[config.mk]
export PLATFORM = sky130hd
export DESIGN_NAME = func_sweep_ctrl
export DESIGN_NICKNAME = d
export VERILOG_FILES = /design/src/rtl/func_sweep_ctrl.sv
export SDC_FILE = /design/constraint.sdc
export NUM_CORES = 1
export LEC_CHECK = 0
export BUFFER_PORTS_ARGS = -buffer_cell sky130_fd_sc_hd__buf_2
export CAP_MARGIN = 20
export CORE_MARGIN = 10
export CORE_UTILIZATION = 49
export CTS_CLUSTER_SIZE = 16
export DETAILED_ROUTE_END_ITERATION = 8
export PLACE_DENSITY = 0.75
export SLEW_MARGIN = 25
export SYNTH_ARGS = -nofsm -noshare
export SYNTH_HDL_FRONTEND = slang
export SYNTH_SLANG_ARGS = --single-unit
[constraint.sdc]
create_clock -name clk -period 1.8 [get_ports clk]
set_input_delay 0.27 -clock clk [delete_from_list [all_inputs] [get_ports clk]]
set_output_delay 0.27 -clock clk [all_outputs]
set_load 0.01 [all_outputs]
[src/rtl/func_sweep_ctrl.sv]
// Sweeps {w,x,y,z}=0..15 into two F implementations, checks both against EXP_TT after a settle window.
// Latency 16*(SETTLE+1)+1 cycles start-to-done; start is ignored while busy; abort returns to IDLE without done.
module func_sweep_ctrl #(
  parameter logic [15:0] EXP_TT = 16'h1F55,
  parameter int          SETTLE = 2
) (
  input  logic       clk,
  input  logic       rst_n,
  input  logic       start,
  input  logic       abort,
  input  logic       dut_a_f,
  input  logic       dut_b_f,
  output logic [3:0] vec,
  output logic       busy,
  output logic       done,
  output logic       pass,
  output logic [4:0] mismatch_cnt,
  output logic       fail_valid,
  output logic [3:0] first_fail_idx
);

  typedef enum logic [1:0] {IDLE, HOLD, CHECK, DONE} state_t;

  localparam logic [3:0] SETTLE_LAST = 4'(SETTLE - 1);

  state_t     state, state_nxt;
  logic [3:0] settle_cnt, settle_nxt;
  logic [3:0] vec_nxt;
  logic [4:0] cnt_nxt;
  logic       fv_nxt;
  logic [3:0] ffi_nxt;
  logic       pass_nxt;
  logic       exp_bit;
  logic       miss;

  always_ff @(posedge clk or negedge rst_n) begin
    if (!rst_n) begin
      state          <= IDLE;
      vec            <= 4'd0;
      settle_cnt     <= 4'd0;
      mismatch_cnt   <= 5'd0;
      fail_valid     <= 1'b0;
      first_fail_idx <= 4'd0;
      pass           <= 1'b0;
    end else begin
      state          <= state_nxt;
      vec            <= vec_nxt;
      settle_cnt     <= settle_nxt;
      mismatch_cnt   <= cnt_nxt;
      fail_valid     <= fv_nxt;
      first_fail_idx <= ffi_nxt;
      pass           <= pass_nxt;
    end
  end

  always_comb begin
    state_nxt  = state;
    vec_nxt    = vec;
    settle_nxt = settle_cnt;
    cnt_nxt    = mismatch_cnt;
    fv_nxt     = fail_valid;
    ffi_nxt    = first_fail_idx;
    pass_nxt   = pass;
    exp_bit    = EXP_TT[vec];
    // Case inequality so an X/Z from either implementation is scored as a miss.
    miss       = (dut_a_f !== exp_bit) || (dut_b_f !== exp_bit);

    case (state)
      IDLE: begin
        if (start && !abort) begin
          state_nxt  = HOLD;
          vec_nxt    = 4'd0;
          settle_nxt = 4'd0;
          cnt_nxt    = 5'd0;
          fv_nxt     = 1'b0;
          ffi_nxt    = 4'd0;
          pass_nxt   = 1'b0;
        end
      end
      HOLD: begin
        if (abort) begin
          state_nxt  = IDLE;
          vec_nxt    = 4'd0;
          settle_nxt = 4'd0;
          pass_nxt   = 1'b0;
        end else begin
          settle_nxt = settle_cnt + 4'd1;
          if (settle_cnt == SETTLE_LAST) state_nxt = CHECK;
        end
      end
      CHECK: begin
        if (abort) begin
          state_nxt  = IDLE;
          vec_nxt    = 4'd0;
          settle_nxt = 4'd0;
          pass_nxt   = 1'b0;
        end else begin
          if (miss) begin
            cnt_nxt = mismatch_cnt + 5'd1;
            if (!fail_valid) begin
              ffi_nxt = vec;
              fv_nxt  = 1'b1;
            end
          end
          // vec only advances on HOLD entry, so each vector is stable for SETTLE+1 cycles.
          if (vec != 4'd15) begin
            vec_nxt    = vec + 4'd1;
            settle_nxt = 4'd0;
            state_nxt  = HOLD;
          end else begin
            state_nxt = DONE;
          end
        end
      end
      DONE: begin
        pass_nxt  = (mismatch_cnt == 5'd0);
        state_nxt = IDLE;
      end
      default: state_nxt = IDLE;
    endcase
  end

  assign busy = (state == HOLD) || (state == CHECK);
  assign done = (state == DONE);

endmodule

Yosys cells after proc, flatten, opt, wreduce, memory -nomap -nowiden
Memories as Yosys holds them, arrays and structs flattened.
Index checks and enable logic that the tools add are counted.
W data, S select, Z words.
- reductions and logical operators: 15
- add/subtract/negate cells: 3
- mux-type cells: 30
- equal/unequal tests: 15
- order comparisons: 1
- operators with widths (cell ; number):
    $mux W4 ; 10
    $pmux W4 S3 ; 2
    $mux W5 ; 3
    $mux W2 ; 5
    $ne A2 B2 Y1 const B ; 5
    $pmux W5 S2 ; 1
    $add A4 B1 Y4 const B ; 2
    $pmux W2 S4 ; 1
    $pmux W4 S2 ; 1
    $reduce_and A4 Y1 ; 2
    $ne A3 B3 Y1 const B ; 2
    $add A5 B1 Y5 const B ; 1
    $logic_not A5 Y1 ; 1
    $lt A4 B5 Y1 const B ; 1
    $mux W1 ; 5
    $reduce_and A5 Y1 ; 1
    $eq A2 B2 Y1 const B ; 2
    $eq A4 B1 Y1 const B ; 1
    $ne A4 B4 Y1 const B ; 1
    $reduce_and A2 Y1 ; 2
    $pmux W1 S3 ; 1
    $reduce_and A3 Y1 ; 1
    $reduce_bool A3 Y1 ; 1
    $eq A2 B1 Y1 const B ; 1
    9 further kinds ; 11
- flip-flop bits (word level): 21
- output and inout port bits: 17
- memories: 1
- logic and storage cells: 72
- ROM bits: 16
- memories (memory ; depth ; width ; rd ports ; clocked after memory_dff ; wr ports ; line ; text):
    (no name shown) ; 16 ; 1 ; 1 ; 0 ; 0 ; 64 ; exp_bit = EXP_TT[vec];

Logic depth before layout (Yosys ltp)
Gate-level depths: netlist of run 1.
- word-level depth: 7
- depth in mapped cells: 8
- depth with buffers taken out: 7

Least setup slack after synthesis of run 1
OpenSTA, ideal clock, no wires.
- path kind: flip-flop to flip-flop
- start point: register vec[0]
- end point: register vec[3]
- arrival: 1888 ps
- clock period less this slack: 1984 ps
- slack: -184 ps
- buffers on the path: 0
- library setup time: 95 ps
- cell stages (with the launch flop): 7
- cells stage by stage: dfrtp_1 -> ha_1 -> and3_1 -> a221o_1 -> nand2b_4 -> or2_1 -> o31ai_1
- word-level cells in the longest chain between the ends: 4
- ends and longest elaborated chain (what ; line ; text):
    start, declared ; 13 ; output logic [3:0] vec,
    start signal, assigned ; 47 ; vec <= vec_nxt;
    $add A4 B1 Y4 ; 107 ; vec_nxt = vec + 4'd1;
    $mux W4 ; 106 ; if (vec != 4'd15) begin
    $mux W4 ; 92 ; if (abort) begin
    $pmux W4 S3 ; 68 ; case (state)
Several ways; a longest one is shown, not always the timed one. The select of a mux whose other input is x is not followed.
A chain may end at the register's enable or synchronous reset.

Worst setup path after layout of run 1
- start point: register vec[1]
- end point: register vec[3]
The elaborated chain is that of the path after synthesis.

==> flow_metrics.tcl, run 1 <==
set metrics [dict create \
    first_pass_iters 4 \
    final_common_cell "buf_2" \
    antenna_cells 0 \
    grt_pass1_vias 1073 \
    setup_violations 1 \
    synth_area_per_cell_um2 9.773 \
    dp.cells 192 \
    slew_viol_final 0 \
    grtUsageTotal 0.1205 \
    clk_latency_ns 0.31 \
    crit_required_ns 2.01 \
    ios 23 \
    cts_max_path_buffers 2 \
    period_minus_slack_ns 1.816 \
    path_max_fanout 4 \
    fin_nets 189 \
    port_buffers 22 \
    tritoncts "done" \
    setup_ws_ns -0.01569 \
    hold_class "input pin to flip-flop" \
    die_y_um 70.33 \
    grt-ovfl-total 0 \
    gp_congestion 0.8202 \
    rrSetupSlack_ns -0.02 \
    die_area_um2 4946 \
    use_met1 0.1334 \
    start_util 0.5056 \
    status "finished, violations left" \
    hold_viol_final 0 \
    drive_gt1_frac 0.3895 \
    num_vias 1129 \
    ys_seq_area_frac 0.4234 \
    syn_nets 143 \
    dpl.hpwl_mm 2.309 \
    fmax_mhz 550.8 \
    path_class "flip-flop to flip-flop" \
    fp-row-count 18 \
    cpPeakStageDelay_ns 0.46 \
    violations "setup timing" \
    async_flop_share 1.000 \
    via_per_inst 5.589 \
    synth_warnings 0 \
    clock_sinks 21 \
    max_slew_margin 0.6878 \
    grt_max_degree 22 \
    ctsHtreeMaxLevel 1 \
    ys_ff_latch 21 \
    final_cells 202 \
    maxCapViolCount 0 \
    p_leak_nw 0.8043 \
    grt_use_met3 0.03249 \
    worstMarginPinSlew_ns 0.4683 \
    drc_errors 0 \
    synth-edff-count 0 \
    finish.utilization 0.6713 \
    hold_slack_ns 0.2914 \
    synth_flop_cell "dfrtp_1" \
    fp.dieW_um 70.33 \
    critPathSlowestCell "dfrtp_2" \
    grt_pass1_wl_mm 4.995 \
    fin_crit_sh 1.009 \
    drt-initial-drc-count 85 \
    cts_root_buf "clkbuf_4" \
    ant_nets 0 \
    wl_mm 2.982 \
    area_growth_pct 32.76 \
    core_area_um2 2455 \
    synth_cell_type_count 38 \
    grt_util_met2 0.2126 \
    clk_pin_slew_ns 0.12 \
    avgRoutedWirePerCell_um 14.76 \
    crit_arrival_ns 2.03 \
    antenna_found_initial 0 \
    critPathLaunchType "flip-flop" \
    busiest_layer "met2" \
    ir_worst_vdd_mv 0.8382 \
    skew_ns 0.01476 \
    synthesis.area_um2 1241 \
    cts_buffers 3 \
    end_kind "flip-flop" \
    synth_cells 127 \
    rsz0062_at_grt "true" \
    final_cell_mix "22 x buf_2, 19 x dfrtp_1, 19 x buf_4" \
    power-per-cell-area_nw_per_um2 1089 \
    crit_chain "ha_4, and3_4, a221o_1, nand2b_4, or2_4, o31ai_2" \
]
[worst max-delay path, delay by kind of cell (launching register included)]
family                     cells  cell delay [ns]
AOI/OAI and AO/OA              2             0.51
adders and majority gates      1             0.17
DFF                            1             0.46
and+or+nand+nor                3             0.58
[per-stage QoR]
stage               power (mW)  setup slack, ns  area, um^2  setup TNS [ns]
floorplan                1.116          -0.1456        1250         -0.3371
global placement         1.412         -0.01312        1494        -0.01312
detailed placement       1.468          -0.1106        1494         -0.2612
CTS                      1.750         -0.07597        1600         -0.1705
global route             1.944         -0.06694        1648         -0.1983
finish                   1.794         -0.01569        1648        -0.01569
[state kept, by name, indices dropped and copies added (netlist names)]
name,cells
vec,4
mismatch_cnt,5
first_fail_idx,4
pass,1
fail_valid,1
settle_cnt,4
state,2
[synth_stat cells (all sizes together), types with 3 or more instances]
| cell | instances | area share |
|---|---|---|
| nand3 | 8 | 0.032 |
| nand2b | 4 | 0.026 |
| o21ai | 10 | 0.040 |
| ha | 10 | 0.10 |
| nor2 | 6 | 0.018 |
| inv | 9 | 0.027 |
| nand2 | 15 | 0.045 |
| a32o | 3 | 0.024 |
| dfrtp | 21 | 0.42 |
| a21oi | 6 | 0.024 |
[logic make-up (layout without fill, tap and decap cells)]
logic type,Yosys count,count (layout),share of synthesized area
AOI/OAI and AO/OA,35,35,0.2036
xor gates and xnor gates,1,1,0.007058
adders and majority gates,10,10,0.1008
buffers and inverters,11,56,0.03931
DFF,21,21,0.4234
muxes,4,4,0.03427
and+or+nand+nor,45,45,0.1915
[routing by layer]
layer,wire [um],share of wire
met4,29,0.0097
met1,1263,0.42
met3,130,0.044
met5,0,0
met2,1559,0.52
[final timing paths]
kind	from	endpoint	cells after the start
min in group asynchronous	rst_n	first_fail_idx[1]	2
setup / recovery	vec[1]	vec[3]	6
hold / removal	start	pass	3
setup reg to reg	vec[1]	vec[3]	6
hold reg to reg	settle_cnt[2]	settle_cnt[2]	1
max in group asynchronous	rst_n	vec[0]	2
[power breakdown]
part           switching, mW  total, mW  internal (mW)
sequential            0.0681      0.612          0.543
clock                  0.137      0.224         0.0864
combinational          0.491      0.959          0.468
[cell type report]
| type | instances | area [um^2] |
|---|---|---|
| Fill cell | 200 | 807.0 |
| Inverter | 9 | 38.79 |
| Tap cell | 30 | 37.54 |
| Sequential cell | 21 | 528.0 |
| Clock buffer | 4 | 26.28 |
| Timing Repair Buffer | 43 | 274.0 |
| Multi-Input combinational cell | 95 | 743.2 |
[timing repair]
action / 4_1_cts / 5_1_grt
endpoints found under the setup margin: 6 / 16
endpoints found under the hold margin: 21 / 0
cloned: 0 / 0
hold buffers: 1 / 0
resized for setup: 10 / 15
pin swaps: 6 / 6
setup buffers: 4 / 1
No activity file was read; power rests on OpenSTA's default activity.
==> inputs of run 2 (changes only) <==
--- a/config.mk
+++ b/config.mk
@@ -7,11 +7,13 @@
 export LEC_CHECK = 0
 export BUFFER_PORTS_ARGS = -buffer_cell sky130_fd_sc_hd__buf_2
 export CAP_MARGIN = 20
+export CELL_PAD_IN_SITES_DETAIL_PLACEMENT = 1
+export CELL_PAD_IN_SITES_GLOBAL_PLACEMENT = 2
 export CORE_MARGIN = 10
-export CORE_UTILIZATION = 49
+export CORE_UTILIZATION = 30
 export CTS_CLUSTER_SIZE = 16
 export DETAILED_ROUTE_END_ITERATION = 8
-export PLACE_DENSITY = 0.75
+export PLACE_DENSITY_LB_ADDON = 0.1
 export SLEW_MARGIN = 25
 export SYNTH_ARGS = -nofsm -noshare
 export SYNTH_HDL_FRONTEND = slang
==> flow_metrics.tcl, run 2 (synthesis results as in run 1) <==
set metrics [dict create \
    status "complete, no violations" \
    die_area_um2 7110 \
    path_delay_family "simple AND/OR/NAND/NOR gates" \
    hold_class "input pin to flip-flop" \
    tritoncts "done" \
    ant_nets 0 \
    fmax_mhz 559.1 \
    ctsHtreeMaxLevel 1 \
    clk_pin_slew_ns 0.08 \
    min_from "start" \
    path_class "flip-flop to flip-flop" \
    worstMarginPinSlew_ns 0.5165 \
    highest_layer "met4" \
    final_cells 224 \
    hold_end "pass" \
    grt_pass1_vias 1262 \
    setup_violations 0 \
    fin_crit_sh 0.9937 \
    fin_nets 191 \
    power-per-cell-area_nw_per_um2 1096 \
    critPathLaunchType "flip-flop" \
    fillers 469 \
    dpl.hpwl_mm 2.759 \
    crit_required_ns 1.98 \
    wl_mm 3.549 \
    path_buf_inv 0 \
    hold_viol_final 0 \
    antenna_found_initial 0 \
    maxCapViolCount 0 \
    cpPeakStageDelay_ns 0.45 \
    port_buffers 22 \
    r2r-end "vec[3]" \
    antenna_cells 0 \
    grt_max_degree 22 \
    rr_worst_depth 6 \
    die_y_um 84.32 \
    slew_viol_final 0 \
    num_vias 1138 \
    r2r_start "vec[0]" \
    first_pass_iters 4 \
    fp-row-count 23 \
    cts_max_path_buffers 2 \
    start_util 0.3103 \
    path_max_fanout 4 \
    via_per_inst 5.080 \
    dp.cells 214 \
    rrSetupSlack_ns 0.01 \
    grt_pass1_wl_mm 6.030 \
    grt-ovfl-total 0 \
    cp_num_cells 6 \
    drt-initial-drc-count 36 \
    drive_gt1_frac 0.4138 \
    hold_slack_ns 0.3396 \
    fp.dieW_um 84.32 \
    clk_latency_ns 0.26 \
    multi_input_area_um2 765.7 \
    area_growth_pct 39.21 \
    final_cell_mix "22 x buf_2, 20 x dfrtp_1, 20 x buf_4" \
    cts_buffers 3 \
    crit_chain "ha_4, and3_4, a221o_1, nand2b_4, or2_4, o31ai_2" \
    cts_root_buf "clkbuf_8" \
    grtUsageTotal 0.09980 \
    drc_errors 0 \
    final_common_cell "buf_2" \
    wl_met2_mm 1.778 \
    regMostFlops "mismatch_cnt" \
    wl_met3_um 140 \
    rsz0062_at_grt "true" \
    core_area_um2 4000 \
    avgRoutedWirePerCell_um 15.84 \
    crit_arrival_ns 1.97 \
    end_kind "flip-flop" \
    skew_ns 0.005561 \
    largest_reg_flops 5 \
    critPathSlowestCell "dfrtp_2" \
    clock_sinks 21 \
    period_minus_slack_ns 1.789 \
    gp_congestion 0.8441 \
    routedLengthMet1_mm 1.568 \
    p_leak_nw 0.8407 \
    seqCellArea_um2 526.8 \
    max_slew_margin 0.6557 \
    ios 23 \
    min_path_cells 3 \
    ir_worst_vdd_mv 0.4953 \
]
-- run 2: cell count changes in the layout (fill, tap and decap cells not counted), moves of 2 or more --
cell / before / now
nand3_1: 8 / 6
clkbuf_8: 0 / 3
o21ai_2: 2 / 0
o21ai_0: 4 / 6
nand3_2: 0 / 2
clkbuf_4: 3 / 0
-- run 2: final cells by class --
type / instances / area share
Multi-Input combinational cell: 95 / 0.4432
Sequential cell: 21 / 0.3049
Clock buffer: 3 / 0.02390
Tap cell: 50 / 0.03621
Inverter: 9 / 0.01955
Clock inverter: 1 / 0.002896
Timing Repair Buffer: 45 / 0.1694
-- run 2: layer usage --
| layer | track usage | vias to the layer above |
|---|---|---|
| met3 | 0.02802 | 7 |
| met5 | 0 | - |
| met2 | 0.1736 | 17 |
| met1 | 0.1122 | 561 |
| li1 | - | 553 |
| met4 | 0.03805 | 0 |
-- run 2: per-stage QoR --
stage | area, um^2 | power, mW | util | worst slack, ns | setup TNS (ns)
after floorplan | 1250 | 1.116 | - | -0.1456 | -0.3371
after global placement | 1534 | 1.459 | 0.3835 | -0.04474 | -0.08765
after detailed placement | 1534 | 1.495 | 0.3835 | -0.1022 | -0.2800
after CTS | 1649 | 1.854 | 0.4123 | -0.02653 | -0.09404
after global routing | 1728 | 2.071 | 0.4320 | -0.06349 | -0.2480
final | 1728 | 1.893 | 0.4320 | 0.01138 | 0
-- run 2: power by group --
| group | internal [mW] | leakage (nW) | total (mW) | switching (mW) |
|---|---|---|---|---|
| logic | 0.461 | 0.529 | 0.964 | 0.503 |
| clock network | 0.155 | 0.0255 | 0.320 | 0.165 |
| registers | 0.543 | 0.287 | 0.609 | 0.0660 |
-- run 2: worst max-delay path by stage --
stage | start | end | slack [ns]
CTS | vec[0] | mismatch_cnt[2] | -0.03
global route | vec[0] | vec[3] | -0.06
global placement | vec[0] | vec[3] | -0.04
detailed placement | vec[0] | vec[3] | -0.10
finish | vec[0] | vec[3] | 0.01
floorplan | state[0] | vec[3] | -0.15
-- run 2: what timing repair did --
item | in CTS | in global routing
endpoints found under the hold margin | 21 | 0
hold buffers | 1 | 0
gates cloned | 0 | 0
setup buffers | 4 | 1
pin swaps | 8 | 6
gates resized for setup | 6 | 18
endpoints found under the setup margin | 6 | 17
-- run 2: worst min-delay path, delay by kind of cell --
family	cells	cell delay, ns
compound gates	2	0.18
buf+inv	1	0.12
